<file path="src/rtl/traffic_ctrl_param.sv">
// Two-direction (A/B) traffic-light controller with configurable phase lengths, all-red
// clearance, pedestrian green-shortening and a night flash mode, timed by a tick strobe.
module traffic_ctrl_param #(
  parameter int CNT_W     = 8,
  parameter int T_GREEN   = 25,
  parameter int T_YELLOW  = 5,
  parameter int T_ALLRED  = 1,
  parameter int T_PED_MIN = 5
) (
  input  logic             clk,
  input  logic             rst_n,
  input  logic             tick,
  input  logic             ped_req,
  input  logic             night,
  output logic [2:0]       light_a,
  output logic [2:0]       light_b,
  output logic [CNT_W-1:0] remain,
  output logic             ped_pending
);

  typedef enum logic [2:0] {
    S_AG    = 3'd0,
    S_AY    = 3'd1,
    S_ACLR  = 3'd2,
    S_BG    = 3'd3,
    S_BY    = 3'd4,
    S_BCLR  = 3'd5,
    S_FLASH = 3'd6
  } state_t;

  localparam logic [CNT_W-1:0] LD_GREEN  = CNT_W'(T_GREEN - 1);
  localparam logic [CNT_W-1:0] LD_YELLOW = CNT_W'(T_YELLOW - 1);
  localparam logic [CNT_W-1:0] LD_ALLRED = CNT_W'((T_ALLRED > 0) ? T_ALLRED - 1 : 0);
  localparam logic [CNT_W-1:0] PED_CAP   = CNT_W'(T_PED_MIN - 1);

  localparam logic [2:0] RED = 3'b100;
  localparam logic [2:0] GRN = 3'b010;
  localparam logic [2:0] YEL = 3'b001;
  localparam logic [2:0] OFF = 3'b000;

  state_t           state_q, state_d;
  state_t           next_green;
  logic [CNT_W-1:0] cnt_q, cnt_d;
  logic             flash_q, flash_d;  // 0 = lamps lit, 1 = lamps dark
  logic             ped_q, ped_d;
  logic             go_yellow;
  logic             clr_end;

  // State register
  always_ff @(posedge clk or negedge rst_n) begin
    if (!rst_n) begin
      state_q <= S_AG;
      cnt_q   <= LD_GREEN;
      flash_q <= 1'b0;
      ped_q   <= 1'b0;
    end else begin
      // NOTE: non-blocking so every flop samples pre-edge values regardless of statement order.
      state_q <= state_d;
      cnt_q   <= cnt_d;
      flash_q <= flash_d;
      ped_q   <= ped_d;
    end
  end

  // Next-state logic
  always_comb begin
    // NOTE: every output of this block gets a default first, so no path can infer a latch.
    state_d    = state_q;
    cnt_d      = cnt_q;
    flash_d    = flash_q;
    go_yellow  = 1'b0;
    clr_end    = 1'b0;
    next_green = S_AG;

    case (state_q)
      S_AG, S_BG: begin
        if (tick) begin
          if (night || cnt_q == '0) begin
            go_yellow = 1'b1;
            state_d   = (state_q == S_AG) ? S_AY : S_BY;
            cnt_d     = LD_YELLOW;
          end else if (ped_q && cnt_q > PED_CAP) begin
            cnt_d = PED_CAP;
          end else begin
            cnt_d = cnt_q - 1'b1;
          end
        end
      end
      S_AY, S_BY: begin
        next_green = (state_q == S_AY) ? S_BG : S_AG;
        if (tick) begin
          if (cnt_q != '0) begin
            cnt_d = cnt_q - 1'b1;
          end else if (T_ALLRED != 0) begin
            state_d = (state_q == S_AY) ? S_ACLR : S_BCLR;
            cnt_d   = LD_ALLRED;
          end else begin
            clr_end = 1'b1;
          end
        end
      end
      S_ACLR, S_BCLR: begin
        next_green = (state_q == S_ACLR) ? S_BG : S_AG;
        if (tick) begin
          if (cnt_q != '0) cnt_d = cnt_q - 1'b1;
          else             clr_end = 1'b1;
        end
      end
      S_FLASH: begin
        cnt_d = '0;
        if (tick) begin
          if (night) begin
            flash_d = ~flash_q;
          end else if (T_ALLRED != 0) begin
            state_d = S_BCLR;
            cnt_d   = LD_ALLRED;
          end else begin
            state_d = S_AG;
            cnt_d   = LD_GREEN;
          end
        end
      end
      default: begin
        state_d = S_AG;
        cnt_d   = LD_GREEN;
      end
    endcase

    // End of clearance: night diverts into flash instead of the next green
    if (clr_end) begin
      if (night) begin
        state_d = S_FLASH;
        cnt_d   = '0;
        flash_d = 1'b0;
      end else begin
        state_d = next_green;
        cnt_d   = LD_GREEN;
      end
    end

    // A request arriving on the serving cycle wins over the clear
    if (state_q == S_FLASH) ped_d = 1'b0;
    else                    ped_d = ped_req | (ped_q & ~go_yellow);
  end

  // Output decode from registered state only
  always_comb begin
    light_a     = RED;
    light_b     = RED;
    remain      = cnt_q;
    ped_pending = ped_q;
    case (state_q)
      S_AG:    light_a = GRN;
      S_AY:    light_a = YEL;
      S_BG:    light_b = GRN;
      S_BY:    light_b = YEL;
      S_FLASH: begin
        light_a = flash_q ? OFF : YEL;
        light_b = flash_q ? OFF : YEL;
        remain  = '0;
      end
      default: ;
    endcase
  end

endmodule

</file>
<file path="config.mk">
export PLATFORM = sky130hd
export DESIGN_NAME = traffic_ctrl_param
export DESIGN_NICKNAME = d
export VERILOG_FILES = /design/src/rtl/traffic_ctrl_param.sv
export SDC_FILE = /design/constraint.sdc
export NUM_CORES = 1
export LEC_CHECK = 0
export CORE_ASPECT_RATIO = 0.6
export CORE_MARGIN = 3
export CORE_UTILIZATION = 40
export DETAILED_ROUTE_END_ITERATION = 6
export DONT_BUFFER_PORTS = 1
export MAX_ROUTING_LAYER = met4
export PLACE_DENSITY = 0.61
export SYNTH_ARGS = -nofsm -noshare
export SYNTH_HDL_FRONTEND = slang
export SYNTH_SLANG_ARGS = --single-unit
</file>
<file path="constraint.sdc">
create_clock -name clk -period 3.09 [get_ports clk]
set_clock_uncertainty 0.2 [all_clocks]
set_input_delay 0.618 -clock clk [delete_from_list [all_inputs] [get_ports clk]]
set_output_delay 0.618 -clock clk [all_outputs]
set_load 0.02 [all_outputs]
</file>
==> results of run 1 <==
-- final timing paths --
kind                       depth (start not counted)                     end  slack (ns)
max                                                3              light_a[2]        0.47
min                                                1  state_q[0]$_DFFE_PN0P_        0.26
max reg2reg                                        7    cnt_q[4]$_DFFE_PN1P_        0.70
min reg2reg                                        1    cnt_q[0]$_DFFE_PN0P_        0.30
max in group asynchronous                          1    cnt_q[0]$_DFFE_PN0P_        1.70
min in group asynchronous                          1    cnt_q[3]$_DFFE_PN1P_        0.59
-- metrics by stage --
step / utilization / cells
after floorplan: - / 142
after global placement: 0.448 / 177
after detailed placement: 0.448 / 177
after CTS: 0.468 / 182
after global routing: 0.472 / 183
final: 0.472 / 183
-- registers in the layout, indices dropped and copies added, names as in the netlist --
name,cells
state_q,3
flash_q,1
ped_pending,1
cnt_q,8
-- cell families (layout without fill, tap and decap cells) --
group                    after synthesis  count (layout)
multiplexers                           1               1
adder cells (fa/ha/maj)                2               2
AO/OA/AOI/OAI                         49              49
AND/OR/NAND/NOR                       60              60
XOR/XNOR                               1               1
flip-flops                            13              13
buffers and inverters                 16              17
-- worst reg2reg max path, stage by stage, from the launching register on --
cell     delay (ns)
dfrtp_1        0.40
inv_1          0.11
ha_1           0.19
or3b_2         0.48
nor2_2         0.33
nand2_1        0.15
o31ai_2        0.32
a211o_1        0.15
-- power breakdown --
group	internal [mW]	leakage [nW]	switching (mW)	total (mW)
Clock	0.0913	0.0228	0.0697	0.161
Sequential	0.238	0.150	0.112	0.350
Combinational	0.199	0.340	0.332	0.531
Total	0.528	0.513	0.514	1.04
-- per-layer routing --
layer | share of wire | wire length [um]
met1 | 0.52 | 1520
met2 | 0.40 | 1160
met3 | 0.080 | 236
met4 | 0.0058 | 17
met5 | 0 | 0
-- layout make-up --
type / count / share of cell area
clock buffers: 4 / 0.0356
inverters: 8 / 0.0237
multi-input cells: 113 / 0.608
flip-flops and latches: 13 / 0.259
well taps: 40 / 0.0396
repair buffers: 5 / 0.0336
-- layout by cell type (no fill, tap or decap), types with 3 or more instances in the layout --
master,instances
clkbuf_8,3
o22ai_1,4
inv_1,8
and2_1,3
a21oi_1,8
o31ai_1,4
buf_4,3
a31oi_1,3
nor2_1,12
nor3_1,4
dfrtp_1,11
nand2_1,20
nand3_1,3
o21ai_0,6
-- cells in the mapped netlist, types with 2 or more instances --
library cell | n | share of area
nand2_1 | 20 | 0.062
nor2_1 | 12 | 0.037
dfrtp_1 | 11 | 0.23
a21oi_1 | 8 | 0.033
inv_1 | 8 | 0.025
o21ai_0 | 6 | 0.025
nor3_1 | 4 | 0.017
o22ai_1 | 4 | 0.021
o31ai_1 | 4 | 0.025
a31oi_1 | 3 | 0.016
and2_1 | 3 | 0.016
buf_6 | 3 | 0.028
nand3_1 | 3 | 0.012
a211o_1 | 2 | 0.015
a21oi_2 | 2 | 0.015
a222oi_1 | 2 | 0.017
a41oi_1 | 2 | 0.015
and3_1 | 2 | 0.010
clkbuf_1 | 2 | 0.0063
clkbuf_8 | 2 | 0.023
dfstp_2 | 2 | 0.044
ha_1 | 2 | 0.021
nand2b_1 | 2 | 0.010
nor4_1 | 2 | 0.010
o21a_1 | 2 | 0.012
o21ai_1 | 2 | 0.0083
or3_1 | 2 | 0.010
-- what timing repair did --
item                      CTS  global route
hold endpoints to repair   11             2
gates resized for setup     0             0
hold buffers                1             1
==> impl_results.md, run 1 <==
* M2 GR Usage at 0.221
* Die area at 3720 sq um
* Startpoint Class: flop
* Remaining DRCs at 0
* Row count at 14
* Layout Area Growth over Synthesis at 5.31%
* Final hold vios at 0
* Slowest cell delay on critical path at around 0.61 ns
* Syn_nets at 149
* Antenna Cells at 0
* Hold path startpoint: tick
* Detailed Route WL at 2940 um
* Synth Area in Compound Gates at 0.331
* Final period util at 0.848
* Avg Vias per Cell at around 5.9
* Critical Path, Cell by Cell: nand2_1 > nor2_1 > nor2_1
* Ys async rst share at 1.00
* Status: completed
* Fillers at 269
* Vias in the first global route at a little over 900
* Largest net degree at the start of global routing at 21
* CP Capture Type: primary output
* Yosys synthesis warning count at 0
* Pre-CTS WS at 0.735 ns
* PwrDens at about 820 nW/um^2
* Hpwl dp at between 2000 and 2500 um
* DRT antenna net count at 0
* Placed Area at 1200 sq um
* CP Data Required Time at 2.27 ns
* Worst hold-check path type: input pin to flop
* Max Cap Viol at 0
* Die width at approximately 77 um
* GR Layer Usage met1 at 0.245
* CTS tree: built
* Vert. Die Dim at a little under 50 um
* Crit Path Category: flop to primary output
* Critical Path Fanout Max at 14
* Storage cell area at 328 sq um
* Post-layout nets at 151
* R2r startpoint: cnt_q[0]$_DFFE_PN0P_
* Tot GR Track Use at 0.166
* Num ports at 20
* Fin Setup TNS at 0 ns
* Post-synthesis xor/xnor area fraction at 0.00729
* Period minus WS final at 2.62 ns
* Slew margin rel. at 0.606
* First-pass DRT Iterations at 4
* Fmax at around 380 MHz
* Yosys cell types at between 50 and 60
* WP data arrival at 1.80 ns
* Initial Util at 0.448
* CTS root buffer: clkbuf_8
* Mux share of post-synthesis cell area at 0.00938
* Total congestion overflow at 0
* Synthesized area per cell at 8.46 sq um
* Clk sinks at 13
* DRT iter0 DRCs at 106
* Buf+Inv Stages, Crit Path at 0
* Inserted Clock Buffers at 3
* Mapped Area at approximately 1200 sq um
* Routed wire length per instance at 16.1 um
* Post-Syn Instances at about 140
* Post-synthesis simple-gate area fraction at 0.272
* Setup bufs post-CTS at 0
* Endpoints failing setup at 0
* Grt met3 use at 0.0537
* Reg clk slew, reported paths at 0.06 ns
* GP Congestion at 0.867
* Design area at 1260 sq um
* Post-synthesis sequential area ratio at 0.273
* Kind of cell adding the most delay to the critical path: simple AND/OR/NAND/NOR gates
* I/O Buffers at 0
* Antenna violations before repair at 0
* Final worst-path setup slack at roughly 0.47 ns
* Multi-input logic area at 769 sq um
* Clock Tree Buf Depth at 2
* Leakage at 0.513 nW
* H-tree depth at 1
* Via count at ~1100
* Core area at 2680 sq um
* Worst Max-Slew Pin Slew at 0.589 ns
* Crit-path slowest cell: dfrtp_1
* Flops & latches, synth at 13
* Post-Synth Adder-Cell Area at 0.0208
* Worst Setup SP: state_q[1]$_DFFE_PN0P_
* Ys flop type: dfrtp_1
* Slew Limit Fails at 0
* First-pass GRT wire length at 4820 um
* Final Total Pwr at 1.04 mW
* Largest family of logic cells by synthesized area: compound AO/OA/AOI/OAI gates
* Share of layout cells above drive strength 1 at 0.182
* Max IR drop VDD at 0.000331 V
* Worst skew pair latency at ~0.25 ns
* RSZ-0062 raised after global routing: no
* Worst path most repeated cell: nor2_1
* Grt peak-use layer: met1
* Post-synth EDFFs at 0
* WHS at 0.258 ns
No activity file was read; power rests on OpenSTA's default activity.
==> run 2: changes to the inputs <==
- PLACE_DENSITY: 0.61 -> 0.63
- clock period: 3.09 -> 2.3 ns (I/O delays scaled with it)
==> run 2 against run 1 <==
Cell count grew 5.5%. Sequential share of layout area fell by 2.0 points. Count of clock-buffer cells in the layout unchanged. Final area up 8.3%. Utilization grew 3.9 points. Wire length up 13%. Combinational power grew 52%. Largest power group unchanged. Non-clock buffer count increased by 10. Sequential power is 31% higher.
==> impl_results.md, run 2 (same netlist as run 1, synthesis figures left out) <==
* Max IR drop VDD at approximately 0.00047 V
* Largest registers: cnt_q x8, state_q x3
* PwrDens at 1090 nW/um^2
* CTS tree: built
* Clock Tree Buf Depth at 2
* Vias in the first global route at approximately 1100
* Routed wl met2 at 1440 um
* Post-Route Utilization at 0.511
* Inserted Clock Buffers at 3
* Final hold vios at 0
* Top Metal Used: met4
* Leakage at 0.575 nW
* First-pass DRT Iterations at 4
* WHS at 0.0965 ns
* RSZ-0062 raised after global routing: yes
* Startpoint Class: flop
* Crit Path Category: flop to primary output
* Worst Max-Slew Pin Slew at 0.647 ns
* Commonest non-fill, non-tap cell in the layout: nand2_1
* Slew margin rel. at 0.567
* Vert. Die Dim at 48.4 um
* Clk sinks at 13
* Max reg flops at 8
* Routed wl met3 at 231 um
* Critical Path Fanout Max at 9
* I/O Buffers at 0
* DRT iter0 DRCs at 184
* Worst hold-check path type: input pin to flop
* Reg clk slew, reported paths at 0.06 ns
* Max Cap Viol at 0
* Share of layout cells above drive strength 1 at 0.261
* CP Capture Type: primary output
* Num ports at 20
* Post-layout nets at 161
* Hpwl dp at 2510 um
* Antenna violations before repair at 0
* Remaining DRCs at 0
* CP Data Required Time at 1.64 ns
* WP data arrival at 1.58 ns
* Die width at 76.7 um
* Layout Area Growth over Synthesis at 14.1%
* Worst skew pair latency at 0.25 ns
* Top reg by flops: cnt_q
* Period minus WS final at 2.24 ns
* Antenna Cells at 0
* Via count at 1171
* Die area at 3720 sq um
* First-pass GRT wire length at 5510 um
* Fmax at 446 MHz
* GP Congestion at 0.870
* Routed wire length per instance at 17.2 um
* Core area at 2680 sq um
* Setup bufs post-CTS at 0
* Status: completed
* Most frequent cells in the layout: nand2_1 (20), buf_4 (14), nor2_1 (12)
* Endpoints failing setup at 0
* CTS root buffer: clkbuf_8
* Largest net degree at the start of global routing at 15
* DRT antenna net count at 0
* Detailed Route WL at 3330 um
* Row count at 14
* Total congestion overflow at 0
* H-tree depth at 1
* Fillers at approximately 250
* DRT met1 WL at 1630 um
* Slew Limit Fails at 0
* Tot GR Track Use at 0.188
* Initial Util at 0.448
* Final period util at 0.974
* Avg Vias per Cell at roughly 6
## run 2: where the power goes
part | internal (mW) | switching [mW] | leakage, nW
clock | 0.123 | 0.100 | 0.0228
combinational | 0.307 | 0.498 | 0.402
sequential | 0.320 | 0.140 | 0.150
total | 0.750 | 0.738 | 0.575
## run 2: layout make-up
class / instances / area, sq um / area share
Clock buffer: 4 / 45.0 / 0.0329
Inverter: 8 / 30.0 / 0.0219
Multi-Input combinational cell: 113 / 802 / 0.585
Sequential cell: 13 / 328 / 0.239
Tap cell: 40 / 50.0 / 0.0365
Timing Repair Buffer: 15 / 115 / 0.0840
## run 2: worst paths after layout
| path | slack (ns) | end | cells after the start | startpoint |
|---|---|---|---|---|
| setup / recovery | 0.06 | light_b[2] | 4 | state_q[0]$_DFFE_PN0P_ |
| max in group asynchronous | 1.02 | ped_pending$_DFF_PN0_ | 1 | rst_n |
| hold / removal | 0.1 | state_q[0]$_DFFE_PN0P_ | 1 | tick |
| setup reg to reg | 0.07 | cnt_q[7]$_DFFE_PN0P_ | 5 | cnt_q[0]$_DFFE_PN0P_ |
| hold reg to reg | 0.31 | cnt_q[0]$_DFFE_PN0P_ | 1 | cnt_q[0]$_DFFE_PN0P_ |
| min in group asynchronous | 0.47 | state_q[2]$_DFFE_PN0P_ | 1 | rst_n |
## run 2: stage by stage
stage	setup TNS [ns]	setup slack [ns]	power [mW]	cells	area, sq um
floorplan	0	0.0921	1.08	142	1200
global placement	0	0.101	1.21	188	1280
detailed placement	0	0.0619	1.23	188	1280
CTS	0	0.0305	1.46	193	1340
global route	-0.00805	-0.00805	1.59	193	1370
finish	0	0.0593	1.49	193	1370
## run 2: metal layers
metal / global-route usage / vias up
met2: 0.250 / 50
li1: - / 548
met4: 0.0542 / 0
met1: 0.271 / 565
met3: 0.0537 / 8
met5: - / -
## run 2: critical path, stage by stage, from the launching register on
cell and delay [ns]:
dfrtp_1 0.50, buf_4 0.22, nand2_1 0.16, nor2_1 0.07
a21oi_1 0.37
## run 2: what timing repair did
item / in CTS / in global routing
gates resized for setup: 0 / 7
endpoints found under the setup margin: 0 / 10
hold buffers: 1 / 0
hold endpoints to repair: 13 / 0
